**src/rtl/gold_seq_pkg.sv**
```systemverilog
// Shared definitions for the Gold sequence generator: default LFSR taps, warm-up
// offset, x1 seed and the controller state encoding.
package gold_seq_pkg;

    localparam logic [30:0] X1_TAPS_DEFAULT = 31'h0000_0009;
    localparam logic [30:0] X2_TAPS_DEFAULT = 31'h0000_000F;
    localparam int          NC_DEFAULT      = 1600;
    localparam logic [30:0] X1_INIT         = 31'd1;

    typedef enum logic [1:0] {
        IDLE   = 2'd0,
        WARMUP = 2'd1,
        RUN    = 2'd2,
        DONE   = 2'd3
    } state_t;

endpackage

```
**src/rtl/lfsr_step_n.sv**
```systemverilog
// Combinational multi-step advance of one Fibonacci LFSR (bit 0 oldest, feedback into MSB).
// Also returns the bits shifted out, oldest first, so callers get x(n)..x(n+STEPS-1).
module lfsr_step_n #(
    parameter int               WIDTH = 31,
    parameter logic [WIDTH-1:0] TAPS  = WIDTH'(9),
    parameter int               STEPS = 1
) (
    input  logic [WIDTH-1:0] cur,
    output logic [WIDTH-1:0] nxt,
    output logic [STEPS-1:0] bits
);

    logic [WIDTH-1:0] acc;

    always_comb begin
        acc  = cur;
        bits = '0;
        for (int s = 0; s < STEPS; s++) begin
            bits[s] = acc[0];
            acc     = {^(acc & TAPS), acc[WIDTH-1:1]};
        end
        nxt = acc;
    end

endmodule

```
**src/rtl/gold_seq_gen_par.sv**
```systemverilog
// Gold sequence generator c(n) = x1(n+NC) ^ x2(n+NC), BITS_PER_CLK bits per valid/ready beat.
// Define GOLD_OFFSET_EN to add start_offset, which lengthens warm-up by floor(start_offset/B) beats.
module gold_seq_gen_par
    import gold_seq_pkg::*;
#(
    parameter int                    LFSR_WIDTH   = 31,
    parameter logic [LFSR_WIDTH-1:0] X1_TAPS      = LFSR_WIDTH'(X1_TAPS_DEFAULT),
    parameter logic [LFSR_WIDTH-1:0] X2_TAPS      = LFSR_WIDTH'(X2_TAPS_DEFAULT),
    parameter int                    NC           = NC_DEFAULT,
    parameter int                    BITS_PER_CLK = 1,
    parameter int                    LEN_WIDTH    = 16
) (
    input  logic                    clk,
    input  logic                    rst,
    input  logic                    start,
    input  logic [LFSR_WIDTH-1:0]   cinit,
    input  logic [LEN_WIDTH-1:0]    seq_len,
`ifdef GOLD_OFFSET_EN
    input  logic [LEN_WIDTH-1:0]    start_offset,
`endif
    output logic [BITS_PER_CLK-1:0] out_data,
    output logic                    out_valid,
    input  logic                    out_ready,
    output logic                    out_last,
    output logic                    busy,
    output logic                    done
);

    localparam int          B         = BITS_PER_CLK;
    localparam logic [31:0] B_U       = 32'(BITS_PER_CLK);
    localparam logic [31:0] WARM_BASE = 32'(NC / BITS_PER_CLK);

    // Handshake: a beat transfers on a rising clk edge where out_valid && out_ready.
    // out_data/out_last depend only on registered state, so they hold while stalled.

    state_t                  state;
    state_t                  state_nxt;
    logic [LFSR_WIDTH-1:0]   x1;
    logic [LFSR_WIDTH-1:0]   x2;
    logic [LFSR_WIDTH-1:0]   x1_adv;
    logic [LFSR_WIDTH-1:0]   x2_adv;
    logic [B-1:0]            bits1;
    logic [B-1:0]            bits2;
    logic [B-1:0]            tail_mask;
    logic [LEN_WIDTH-1:0]    rem;
    logic [31:0]             rem32;
    logic [31:0]             warm_cnt;
    logic [31:0]             warm_total;
    logic                    load;
    logic                    adv;
    logic                    fire;

    lfsr_step_n #(
        .WIDTH (LFSR_WIDTH),
        .TAPS  (X1_TAPS),
        .STEPS (B)
    ) u_x1_step (
        .cur  (x1),
        .nxt  (x1_adv),
        .bits (bits1)
    );

    lfsr_step_n #(
        .WIDTH (LFSR_WIDTH),
        .TAPS  (X2_TAPS),
        .STEPS (B)
    ) u_x2_step (
        .cur  (x2),
        .nxt  (x2_adv),
        .bits (bits2)
    );

`ifdef GOLD_OFFSET_EN
    assign warm_total = WARM_BASE + 32'(start_offset / LEN_WIDTH'(B));
`else
    assign warm_total = WARM_BASE;
`endif

    assign rem32     = 32'(rem);
    assign fire      = out_valid & out_ready;
    assign out_valid = (state == RUN);
    assign out_last  = (state == RUN) && (rem32 <= B_U);
    assign busy      = (state != IDLE);
    assign done      = (state == DONE);

    // Bits at or beyond the remaining count are zeroed on the final, partial beat.
    always_comb begin
        tail_mask = '0;
        for (int i = 0; i < B; i++) begin
            tail_mask[i] = (32'(i) < rem32);
        end
    end

    assign out_data = (state == RUN) ? ((bits1 ^ bits2) & tail_mask) : '0;

    always_ff @(posedge clk or negedge rst) begin
        if (!rst) begin
            state <= IDLE;
        end else begin
            state <= state_nxt;
        end
    end

    always_comb begin
        state_nxt = state;
        load      = 1'b0;
        adv       = 1'b0;
        case (state)
            IDLE: begin
                if (start) begin
                    load = 1'b1;
                    if (seq_len == '0) begin
                        state_nxt = DONE;
                    end else if (warm_total == 32'd0) begin
                        state_nxt = RUN;
                    end else begin
                        state_nxt = WARMUP;
                    end
                end
            end
            WARMUP: begin
                adv = 1'b1;
                if (warm_cnt == 32'd1) begin
                    state_nxt = RUN;
                end
            end
            RUN: begin
                if (fire) begin
                    adv = 1'b1;
                    if (out_last) begin
                        state_nxt = DONE;
                    end
                end
            end
            DONE: begin
                state_nxt = IDLE;
            end
            default: begin
                state_nxt = IDLE;
            end
        endcase
    end

    always_ff @(posedge clk or negedge rst) begin
        if (!rst) begin
            x1       <= '0;
            x2       <= '0;
            rem      <= '0;
            warm_cnt <= '0;
        end else if (load) begin
            x1       <= LFSR_WIDTH'(X1_INIT);
            x2       <= cinit;
            rem      <= seq_len;
            warm_cnt <= warm_total;
        end else if (adv) begin
            x1 <= x1_adv;
            x2 <= x2_adv;
            if (state == WARMUP) begin
                warm_cnt <= warm_cnt - 32'd1;
            end else if (out_last) begin
                rem <= '0;
            end else begin
                rem <= rem - LEN_WIDTH'(B);
            end
        end
    end

endmodule

```
**config.mk**
```make
export PLATFORM = sky130hd
export DESIGN_NAME = gold_seq_gen_par
export DESIGN_NICKNAME = d
export VERILOG_FILES = /design/src/rtl/gold_seq_pkg.sv /design/src/rtl/lfsr_step_n.sv /design/src/rtl/gold_seq_gen_par.sv
export SDC_FILE = /design/constraint.sdc
export NUM_CORES = 1
export LEC_CHECK = 0
export CORE_ASPECT_RATIO = 1.4
export CORE_MARGIN = 2
export CORE_UTILIZATION = 45
export CTS_CLUSTER_DIAMETER = 50
export CTS_CLUSTER_SIZE = 25
export DETAILED_ROUTE_END_ITERATION = 10
export PLACE_DENSITY = 0.63
export SYNTH_ARGS = -nofsm -noshare
export SYNTH_HDL_FRONTEND = slang
export SYNTH_SLANG_ARGS = --single-unit
```
**constraint.sdc**
```tcl
create_clock -name clk -period 6.8 [get_ports clk]
set_clock_uncertainty 0.15 [all_clocks]
set_input_delay 0.68 -clock clk [delete_from_list [all_inputs] [get_ports clk]]
set_output_delay 0.68 -clock clk [all_outputs]
set_load 0.02 [all_outputs]
```
* Word level (Yosys, flattened, before mapping)
Index checks and enable logic that the tools add are counted.
** Word-level totals
- Register bits :: 112
- Bits in latches :: 0
- Bits in writable memories :: 0
- ROM bits :: 0
- Output and inout bits :: 5
- Word-level logic and storage cells :: 54
- Memories :: 0
** Cells by class
- Add/sub/neg operators :: 2
- Multiply operators :: 0
- Div/mod/pow operators :: 0
- Order comparisons :: 2
- Equal/unequal tests :: 9
- Shift-type cells :: 0
- Multiplexer cells :: 22
- Bitwise logic cells :: 3
- Reduce and logical (&&, ||, !) cells :: 11
** Operators with widths (number)
- 31-bit 2-to-1 mux :: 4
- 32-bit 2-to-1 mux :: 3
- 16-bit 2-to-1 mux :: 4
- 31-bit XOR reduction :: 2
- 32-bit by 1-bit == test with 1-bit output (second input constant) :: 1
- 32-bit by 1-bit subtractor with 32-bit output (second input constant) :: 1
- 16-bit by 1-bit <= comparator with 1-bit output (second input constant) :: 1
- 16-bit zero test :: 1
- 1-bit by 16-bit less-than comparator with 1-bit output (first input constant) :: 1
- 16-bit by 1-bit subtractor with 16-bit output (second input constant) :: 1
- 2-bit 2-to-1 mux :: 5
- 2-bit one-hot mux with 4 select lines :: 1
- 2-bit inequality test (second input constant) :: 3
- 2-bit nonzero test :: 3
- 2-bit == test (second input constant) :: 2
- 1-bit 2-to-1 mux :: 4
- 2-bit by 1-bit inequality test with 1-bit output (second input constant) :: 2
- 2-bit AND reduction :: 2
- 4-bit AND reduction :: 1
- 1-bit bitwise AND :: 2
- 2-bit by 1-bit == test with 1-bit output (second input constant) :: 1
- 2-bit zero test :: 1
- 1-bit one-hot mux with 2 select lines :: 1
- 1-bit logical AND :: 1
- 1-bit bitwise XOR :: 1

* Longest topological paths before layout
Gate-level depths: netlist of the first run.
- Word-level depth :: 6
- Depth in mapped cells :: 11

* Cells and area by module
From an unflattened synthesis of the first run, not the netlist that was laid out.
** Second synthesis, totals
- Cells, all modules :: 662
- Area, all modules :: 6087.1 µm²
** Modules (own cells, without submodules)
- gold_seq_gen_par :: times used 1, cells each 596, area an instance 5586.6 µm², seq. area each 2802.7 µm²
- lfsr_step_n at u_x2_step :: times used 1, cells each 34, area an instance 259.0 µm², seq. area each 0.0 µm²
- lfsr_step_n at u_x1_step :: times used 1, cells each 32, area an instance 241.5 µm², seq. area each 0.0 µm²

* Worst setup path before layout of the first run
No wires, ideal clock.
- Path type :: reg-to-output
- Start :: register rem[8]
- End :: output port out_last
- Data arrival time :: 1.759 ns
- Data required time :: 5.970 ns
- Path slack :: 4.211 ns
- Cell stages (with the launch flop) :: 5
- Cells stage by stage :: dfrtp_1 or3_4 or3_1 buf_6 nor3_1
** Between the ends
- Word-level cells in the longest chain between the ends :: 2
** RTL lines
- from (decl) :: line gold_seq_gen_par.sv:45 : logic [LEN_WIDTH-1:0] rem;
- from (signal assigned) :: line gold_seq_gen_par.sv:153 : rem <= seq_len;
- from (signal assigned) :: line gold_seq_gen_par.sv:163 : rem <= rem - LEN_WIDTH'(B);
- 16-bit by 1-bit <= comparator with 1-bit output :: line gold_seq_gen_par.sv:82 : assign out_last = (state == RUN) && (rem32 <= B_U);
- 1-bit logical AND :: line gold_seq_gen_par.sv:82
- to (decl) :: line gold_seq_gen_par.sv:24 : output logic out_last,
Every way passes these cells.

* Worst setup path in the final report of the first run
- Start :: input port start
- End :: register rem[5]
** Between the ends
- Word-level cells in the longest chain between the ends :: 4
** RTL lines
- from (decl) :: line gold_seq_gen_par.sv:15 : input logic start,
- 1-bit 2-to-1 mux (*) :: line gold_seq_gen_par.sv:110 : if (start) begin
- 1-bit 2-to-1 mux (*) :: line gold_seq_gen_par.sv:108 : case (state)
- 2-bit inequality test (no source line) or 2-bit nonzero test (tied branches)
- 2-bit AND reduction (no source line)
Mark *: on every way between the ends. The rest lies on a longest branch, timed or not.
A chain may end at the register's enable or synchronous reset.

==> results_dict.tcl, run 1 <==
set metrics [dict create \
    cp_cell_sequence "clkdlybuf4s50_1 -> and2_4 -> a21oi_4 -> buf_4 -> or2_2 -> or4_1 -> a21oi_1 -> a221o_1" \
    reg2reg_to "rem[5]" \
    synthesis.nets 660 \
    switching_power_mw 0.956 \
    seq_power_share_pct 39.8 \
    grt_start_max_net_pins 126 \
    worstHoldPathType "in2async" \
    cts_made_buffers 9 \
    post_route_ant_nets 0 \
    leakage_nw 2.67 \
    startpoint_type "input pin" \
    finalSetupViolations 0 \
    p_comb_share_pct 37.1 \
    critPathSlowestCell "sky130_fd_sc_hd__and2_4" \
    core_area_um2 12300 \
    cts_post_setup_buffers_inserted 0 \
    synth_simple_gate_area_share_pct 20.4 \
    avgViaCountPerCell 5.40 \
    post_route_cell_area_um2 6500 \
    route.detailed.wl_per_inst_um 14.3 \
    max_freq_ghz 0.270 \
    design.final.nets 692 \
    fp.dieH_um 136 \
    remaining_drc_errors 0 \
    die_width_um 98.2 \
    rsz0062_at_grt "no" \
    area_growth_pct 16.4 \
    max-slew-margin-rel_pct 21.1 \
    outcome "finished clean" \
    postRouteWirelength_mm 11.2 \
    gp_weighted_congestion 0.805 \
    floorplan.initialDensity_pct 45.6 \
    timing_worst_setup_path_type "in2reg" \
    worst-r2r-setup-slack_ns 3.13 \
    synth.ff_latch_count 112 \
    ir_worst_vdd_uv 271 \
    max_cap_viol_count 0 \
    worstRegToRegCells 9 \
    power_switching_share_pct 38.7 \
    synth_cell_type_count 48 \
    setup_tns_ns 0 \
    final_min_period_over_clock_period_pct 54.5 \
    cts_tree "yes" \
    power.share.clock_pct 23.0 \
    grt_first_pass_wirelength_mm 19.1 \
    placed_cell_area_um2 6180 \
    path_max_fanout 125 \
    power_density_nw_per_um2 380 \
    floorplan.die_area_um2 13300 \
    worstMarginPinSlew_ns 1.18 \
    post_synth_fa_ha_maj_area_fraction_pct 2.46 \
    post_synth_inst_count 598 \
    synth_area_per_cell_um2 9.34 \
    global_route.overflow_total 0 \
    first_global_vias 4219 \
    final-max-slew-violation-count 0 \
    timing.critical_path.to_type "register" \
    ctsLongestPathBuffers 2 \
    critPathRequiredTime_ns 6.93 \
    yosys_warnings 0 \
    power_report.internal_total_mw 1.51 \
    rows 48 \
    antenna_cells 0 \
    critical_path.max_stage_delay_ns 0.84 \
    grt_antenna_before_repair 0 \
    number_of_flops_mapped_to_enable_cells_by_yosys 0 \
    synth_ff_type "sky130_fd_sc_hd__dfrtp_1" \
    track_usage_pct 17.4 \
    drive_gt1_share_pct 5.67 \
    holdBufCountCts 0 \
    place.detailed.hpwl_mm 7.34 \
    buffer_ports.inserted 55 \
    synthMuxAreaShare_pct 5.55 \
    design_power_total_mw 2.47 \
    async_reset_ff_share_pct 100 \
    cts_root_buffer "sky130_fd_sc_hd__clkbuf_16" \
    fin_crit_ns 3.71 \
    io-pin-count 56 \
    worst_skew_pair.late_latency_ns 0.34 \
    cts.reportedPaths.clkPinSlew_ns 0.07 \
    htree_num_levels 3 \
    area_fraction_in_compound_gates_after_synthesis_pct 13.0 \
    xor_xnor_fraction_of_synth_area_pct 4.86 \
    finalHoldViolCount 0 \
    yosysSeqAreaShare_pct 50.2 \
    r2r_start "state[1]" \
    arrival_ns 3.84 \
    drt_iter0_drc 211 \
    route.vias.total 4240 \
    cts_repair_resize_count 0 \
    cts.sink_count 112 \
    drtPass1Iterations 4 \
    syn-cell-area_um2 5590 \
    combinational_family_with_the_most_area_after_synthesis "simple AND/OR/NAND/NOR gates" \
]
-- cell usage in the layout (no fill, tap or decap), types with 4 or more instances in the layout --
cell type,Yosys,layout
sky130_fd_sc_hd__a21oi_1,19,19
sky130_fd_sc_hd__inv_1,9,9
sky130_fd_sc_hd__nand2b_1,4,4
sky130_fd_sc_hd__nor4_1,15,15
sky130_fd_sc_hd__nand2_1,114,114
sky130_fd_sc_hd__ha_1,11,11
sky130_fd_sc_hd__dfrtp_1,112,112
sky130_fd_sc_hd__a22o_1,4,4
sky130_fd_sc_hd__nand3_1,4,4
sky130_fd_sc_hd__o21ai_0,89,89
sky130_fd_sc_hd__mux2i_1,31,31
sky130_fd_sc_hd__xor2_1,10,10
sky130_fd_sc_hd__nor3_1,16,16
sky130_fd_sc_hd__xnor2_1,21,21
sky130_fd_sc_hd__nor2_1,49,49
sky130_fd_sc_hd__clkbuf_16,0,9
sky130_fd_sc_hd__clkdlybuf4s50_1,0,54
sky130_fd_sc_hd__or3_1,11,11
-- power by group through the flow --
stage | registers (mW) | logic (mW) | clock network, mW
floorplan | 0.958 | 0.748 | 0
global placement | 0.986 | 0.901 | 0
detailed placement | 0.995 | 0.928 | 0
CTS | 0.984 | 0.930 | 0.582
global route | 1.01 | 1.05 | 0.603
finish | 0.983 | 0.916 | 0.568
-- through the flow --
step	hold slack, ns	utilization [%]	setup slack (ns)	cells
2_1_floorplan	0.234	-	4.21	598
3_3_place_gp	0.312	50.4	2.79	769
3_5_place_dp	0.320	50.4	2.72	769
4_1_cts	0.225	53.1	3.08	785
5_1_grt	0.230	53.1	2.78	785
6_report	0.186	53.1	3.09	785
-- state kept, by name, summed over array words and instances, names as in the netlist --
name      count
x1           31
warm_cnt     32
x2           31
rem          16
state         2
-- routing by layer --
layer | track usage (%) | wire (um) | part of all wire [%]
met1 | 22.1 | 5010 | 45
met2 | 29.9 | 5520 | 49
met3 | 2.83 | 445 | 4.0
met4 | 7.00 | 257 | 2.3
met5 | 0 | 0 | 0
-- kinds of logic after synthesis --
family	after synthesis
adder cells (fa/ha/maj)	11
AO/OA/AOI/OAI	128
AND/OR/NAND/NOR	240
XOR/XNOR	31
buffers and inverters	45
multiplexers	31
flip-flops	112
-- cell type report --
| type | instances | area [um2] |
|---|---|---|
| clock buffer | 9 | 225 |
| clock inverter | 7 | 95.1 |
| fill | 1129 | 5750 |
| inverter | 9 | 33.8 |
| multi-input combinational | 441 | 2590 |
| sequential | 112 | 2800 |
| tap | 150 | 188 |
| timing repair buffer | 57 | 563 |
-- cell usage after synthesis, types with 2 or more instances --
cell | count | area share, %
sky130_fd_sc_hd__a221o_1 | 3 | 0.54
sky130_fd_sc_hd__nand4_1 | 2 | 0.22
sky130_fd_sc_hd__xor2_1 | 10 | 1.6
sky130_fd_sc_hd__o211ai_1 | 2 | 0.27
sky130_fd_sc_hd__or4_4 | 2 | 0.40
sky130_fd_sc_hd__or4_1 | 3 | 0.40
sky130_fd_sc_hd__or3_1 | 11 | 1.2
sky130_fd_sc_hd__or2_2 | 3 | 0.34
sky130_fd_sc_hd__dfrtp_1 | 112 | 50
sky130_fd_sc_hd__nand2_1 | 114 | 7.7
sky130_fd_sc_hd__nor3_1 | 16 | 1.4
sky130_fd_sc_hd__inv_1 | 9 | 0.60
sky130_fd_sc_hd__o31ai_1 | 2 | 0.27
sky130_fd_sc_hd__buf_2 | 4 | 0.36
sky130_fd_sc_hd__a21oi_1 | 19 | 1.7
sky130_fd_sc_hd__nor2b_1 | 2 | 0.22
sky130_fd_sc_hd__nor2_1 | 49 | 3.3
sky130_fd_sc_hd__o21ai_0 | 89 | 8.0
sky130_fd_sc_hd__buf_6 | 3 | 0.60
sky130_fd_sc_hd__nor4_1 | 15 | 1.7
sky130_fd_sc_hd__buf_1 | 3 | 0.20
sky130_fd_sc_hd__a22oi_1 | 2 | 0.27
sky130_fd_sc_hd__nand2b_1 | 4 | 0.45
sky130_fd_sc_hd__nor4_2 | 3 | 0.67
sky130_fd_sc_hd__nor3b_1 | 2 | 0.27
sky130_fd_sc_hd__ha_1 | 11 | 2.5
sky130_fd_sc_hd__nand3_1 | 4 | 0.36
sky130_fd_sc_hd__a21oi_2 | 2 | 0.31
sky130_fd_sc_hd__clkbuf_1 | 25 | 1.7
sky130_fd_sc_hd__a22o_1 | 4 | 0.63
sky130_fd_sc_hd__mux2i_1 | 31 | 5.6
sky130_fd_sc_hd__xnor2_1 | 21 | 3.3
-- worst max-delay path: cells and delay by family --
kind / cells / cell delay [ns]
simple gates: 3 / 1.83
buf+inv: 2 / 0.99
compound gates: 3 / 0.30
-- worst max-delay path by stage --
stage                        start  endpoint
after floorplan             rem[8]  out_last
after global placement       start    rem[5]
after detailed placement     start    rem[5]
after CTS                    start    rem[5]
after global routing      state[1]    rem[5]
final                        start    rem[5]
Power figures use the tool's default switching activity.
==> run 2, diff against run 1 <==
- PLACE_DENSITY: 0.63 -> 0.66
- clock period: 6.8 -> 3.18 ns (I/O delays scaled with it)
==> run 2 against run 1 <==
- die area unchanged
- via count unchanged
- sequential share of layout area shrank 0.20 points
- worst setup slack worse by 2.9 ns
- global-route usage fell by 0.061 points
- power increased by 110%
- critical endpoint is now out_last
- routed wire length grew 0.27%
- clock power rose by 99%
- utilization is 0.25 points higher
- count of clock-buffer cells in the layout did not move
- critical path depth is 4 lower
- cell count rose by 0.64%
==> results_dict.tcl, run 2 (synthesis results as in run 1) <==
set metrics [dict create \
    reg.largest.list "warm_cnt x32, x1 x31, x2 x31" \
    finalSetupViolations 0 \
    setup_tns_ns 0 \
    instances_no_fill 790 \
    place.detailed.hpwl_mm 7.51 \
    grt_first_pass_wirelength_mm 19.1 \
    finish.utilization_pct 53.3 \
    avgViaCountPerCell 5.37 \
    pre_cts_slack_ns 0.386 \
    worstHoldPathType "reg2reg" \
    rows 48 \
    first_global_vias 4152 \
    worst_skew_pair.late_latency_ns 0.35 \
    die_width_um 98.2 \
    max_cap_viol_count 0 \
    holdBufCountCts 1 \
    post-route-worst-setup-slack_ns 0.174 \
    core_area_um2 12300 \
    r2r_start "state[0]" \
    timing.critical_path.max_delay_family "simple AND/OR/NAND/NOR gates" \
    cp-startpoint "rem[8]" \
    timing.critical_path.buf_inv 1 \
    cts.sink_count 112 \
    placed_cell_area_um2 6220 \
    worstMarginPinSlew_ns 0.976 \
    max_freq_ghz 0.333 \
    largest_reg_flops 32 \
    post_route_cell_area_um2 6530 \
    track_usage_pct 17.4 \
    worst_setup_path_endpoint "out_last" \
    worst-r2r-setup-slack_ns 0.37 \
    cts_root_buffer "sky130_fd_sc_hd__clkbuf_16" \
    htree_num_levels 3 \
    largest_register "warm_cnt" \
    cts_repair_resize_count 0 \
    gp_weighted_congestion 0.793 \
    area_growth_pct 16.9 \
    final-max-slew-violation-count 0 \
    finalHoldViolCount 0 \
    drtPass1Iterations 5 \
    cts.reportedPaths.clkPinSlew_ns 0.08 \
    drt_iter0_drc 192 \
    timing_worst_setup_path_type "reg2out" \
    critical_path.max_stage_delay_ns 0.63 \
    grt_antenna_before_repair 0 \
    global_route.overflow_total 0 \
    cts_made_buffers 9 \
    cp_cell_sequence "or3_4 -> or3_1 -> nor3_1 -> clkdlybuf4s50_1" \
    rsz0062_at_grt "no" \
    floorplan.die_area_um2 13300 \
    buffer_ports.inserted 55 \
    critPathRequiredTime_ns 2.71 \
    grt_start_max_net_pins 125 \
    worstRegToRegCells 8 \
    route.detailed.wl_per_inst_um 14.3 \
    max-slew-margin-rel_pct 34.9 \
    critPathSlowestCell "sky130_fd_sc_hd__clkdlybuf4s50_1" \
    fin_crit_ns 3.01 \
    fp.dieH_um 136 \
    floorplan.initialDensity_pct 45.6 \
    cts_tree "yes" \
    critical_path_depth 4 \
    antenna_cells 0 \
    reg2reg_to "warm_cnt[20]" \
    post_route_ant_nets 0 \
    outcome "finished clean" \
    cts_post_setup_buffers_inserted 0 \
    num-fill-cells 1148 \
    route.vias.total 4240 \
    path_max_fanout 7 \
    remaining_drc_errors 0 \
    postRouteWirelength_mm 11.3 \
    drive_gt1_share_pct 6.25 \
    timing.critical_path.to_type "primary output" \
    leakage_nw 2.69 \
    numPlacedInstances 773 \
    most_frequent_cells_in_the_layout "sky130_fd_sc_hd__nand2_1 (114), sky130_fd_sc_hd__dfrtp_1 (112), sky130_fd_sc_hd__o21ai_0 (89)" \
    arrival_ns 2.54 \
    final_min_period_over_clock_period_pct 94.5 \
    ctsLongestPathBuffers 2 \
    io-pin-count 56 \
    design.final.nets 697 \
    power_density_nw_per_um2 803 \
    ir_worst_vdd_uv 570 \
    startpoint_type "register" \
    most_common_library_cell_in_the_layout_ignoring_fill_and_taps "sky130_fd_sc_hd__nand2_1" \
]
-- run 2: cell count changes in the layout (fill, tap and decap cells not counted) --
cell	previous run	this run
sky130_fd_sc_hd__buf_4	3	6
sky130_fd_sc_hd__inv_6	1	2
sky130_fd_sc_hd__clkinv_8	0	1
sky130_fd_sc_hd__dlygate4sd3_1	0	1
sky130_fd_sc_hd__clkinv_2	2	0
sky130_fd_sc_hd__bufinv_16	2	0
sky130_fd_sc_hd__buf_12	0	1
sky130_fd_sc_hd__inv_8	0	2
-- run 2: worst min path at each step --
stage / start / to / cells after the start
6_report: x1[28] / x1[28] / 2
5_1_grt: x2[30] / x2[30] / 2
4_1_cts: x1[7] / x1[7] / 2
3_5_place_dp: x1[30] / x1[30] / 2
3_3_place_gp: x1[10] / x1[10] / 2
2_1_floorplan: rst / rem[0] / 0
-- run 2: layout make-up --
type / instances / area, um2 / area share [%]
clock buffers: 9 / 225 / 3.45
clock inverters: 7 / 72.6 / 1.11
inverters: 9 / 33.8 / 0.517
multi-input cells: 441 / 2590 / 39.7
flip-flops and latches: 112 / 2800 / 42.9
well taps: 150 / 188 / 2.87
repair buffers: 62 / 616 / 9.43
-- run 2: per-stage QoR --
| stage | hold slack (ns) | power, mW |
|---|---|---|
| floorplan | -0.128 | 3.65 |
| global placement | 0.311 | 4.06 |
| detailed placement | 0.320 | 4.16 |
| CTS | 0.337 | 5.30 |
| global route | 0.356 | 5.66 |
| finish | 0.333 | 5.24 |
-- run 2: routing by layer --
metal	vias up	GRT usage [%]	share of wire, %
met5	-	0	0
met4	0	7.61	2.1
met3	19	2.83	3.8
met2	85	29.0	49
met1	2014	22.4	45
li1	2122	-	-
-- run 2: power by group --
part / total, mW / internal [mW] / switching [mW]
combinational: 2.01 / 0.750 / 1.26
sequential: 2.10 / 1.82 / 0.287
clock: 1.13 / 0.558 / 0.568
total: 5.24 / 3.12 / 2.12
-- run 2: tightest hold or removal path, cell delays in order, from the launching register on --
cell,delay (ns)
sky130_fd_sc_hd__dfrtp_1,0.34
sky130_fd_sc_hd__nand2_1,0.04
sky130_fd_sc_hd__o21ai_0,0.06
==> run 3, diff against run 2 <==
- SLEW_MARGIN: not set -> 20
==> results of run 3 <==
Final layout, timing and power as in run 2 (identical DEF).
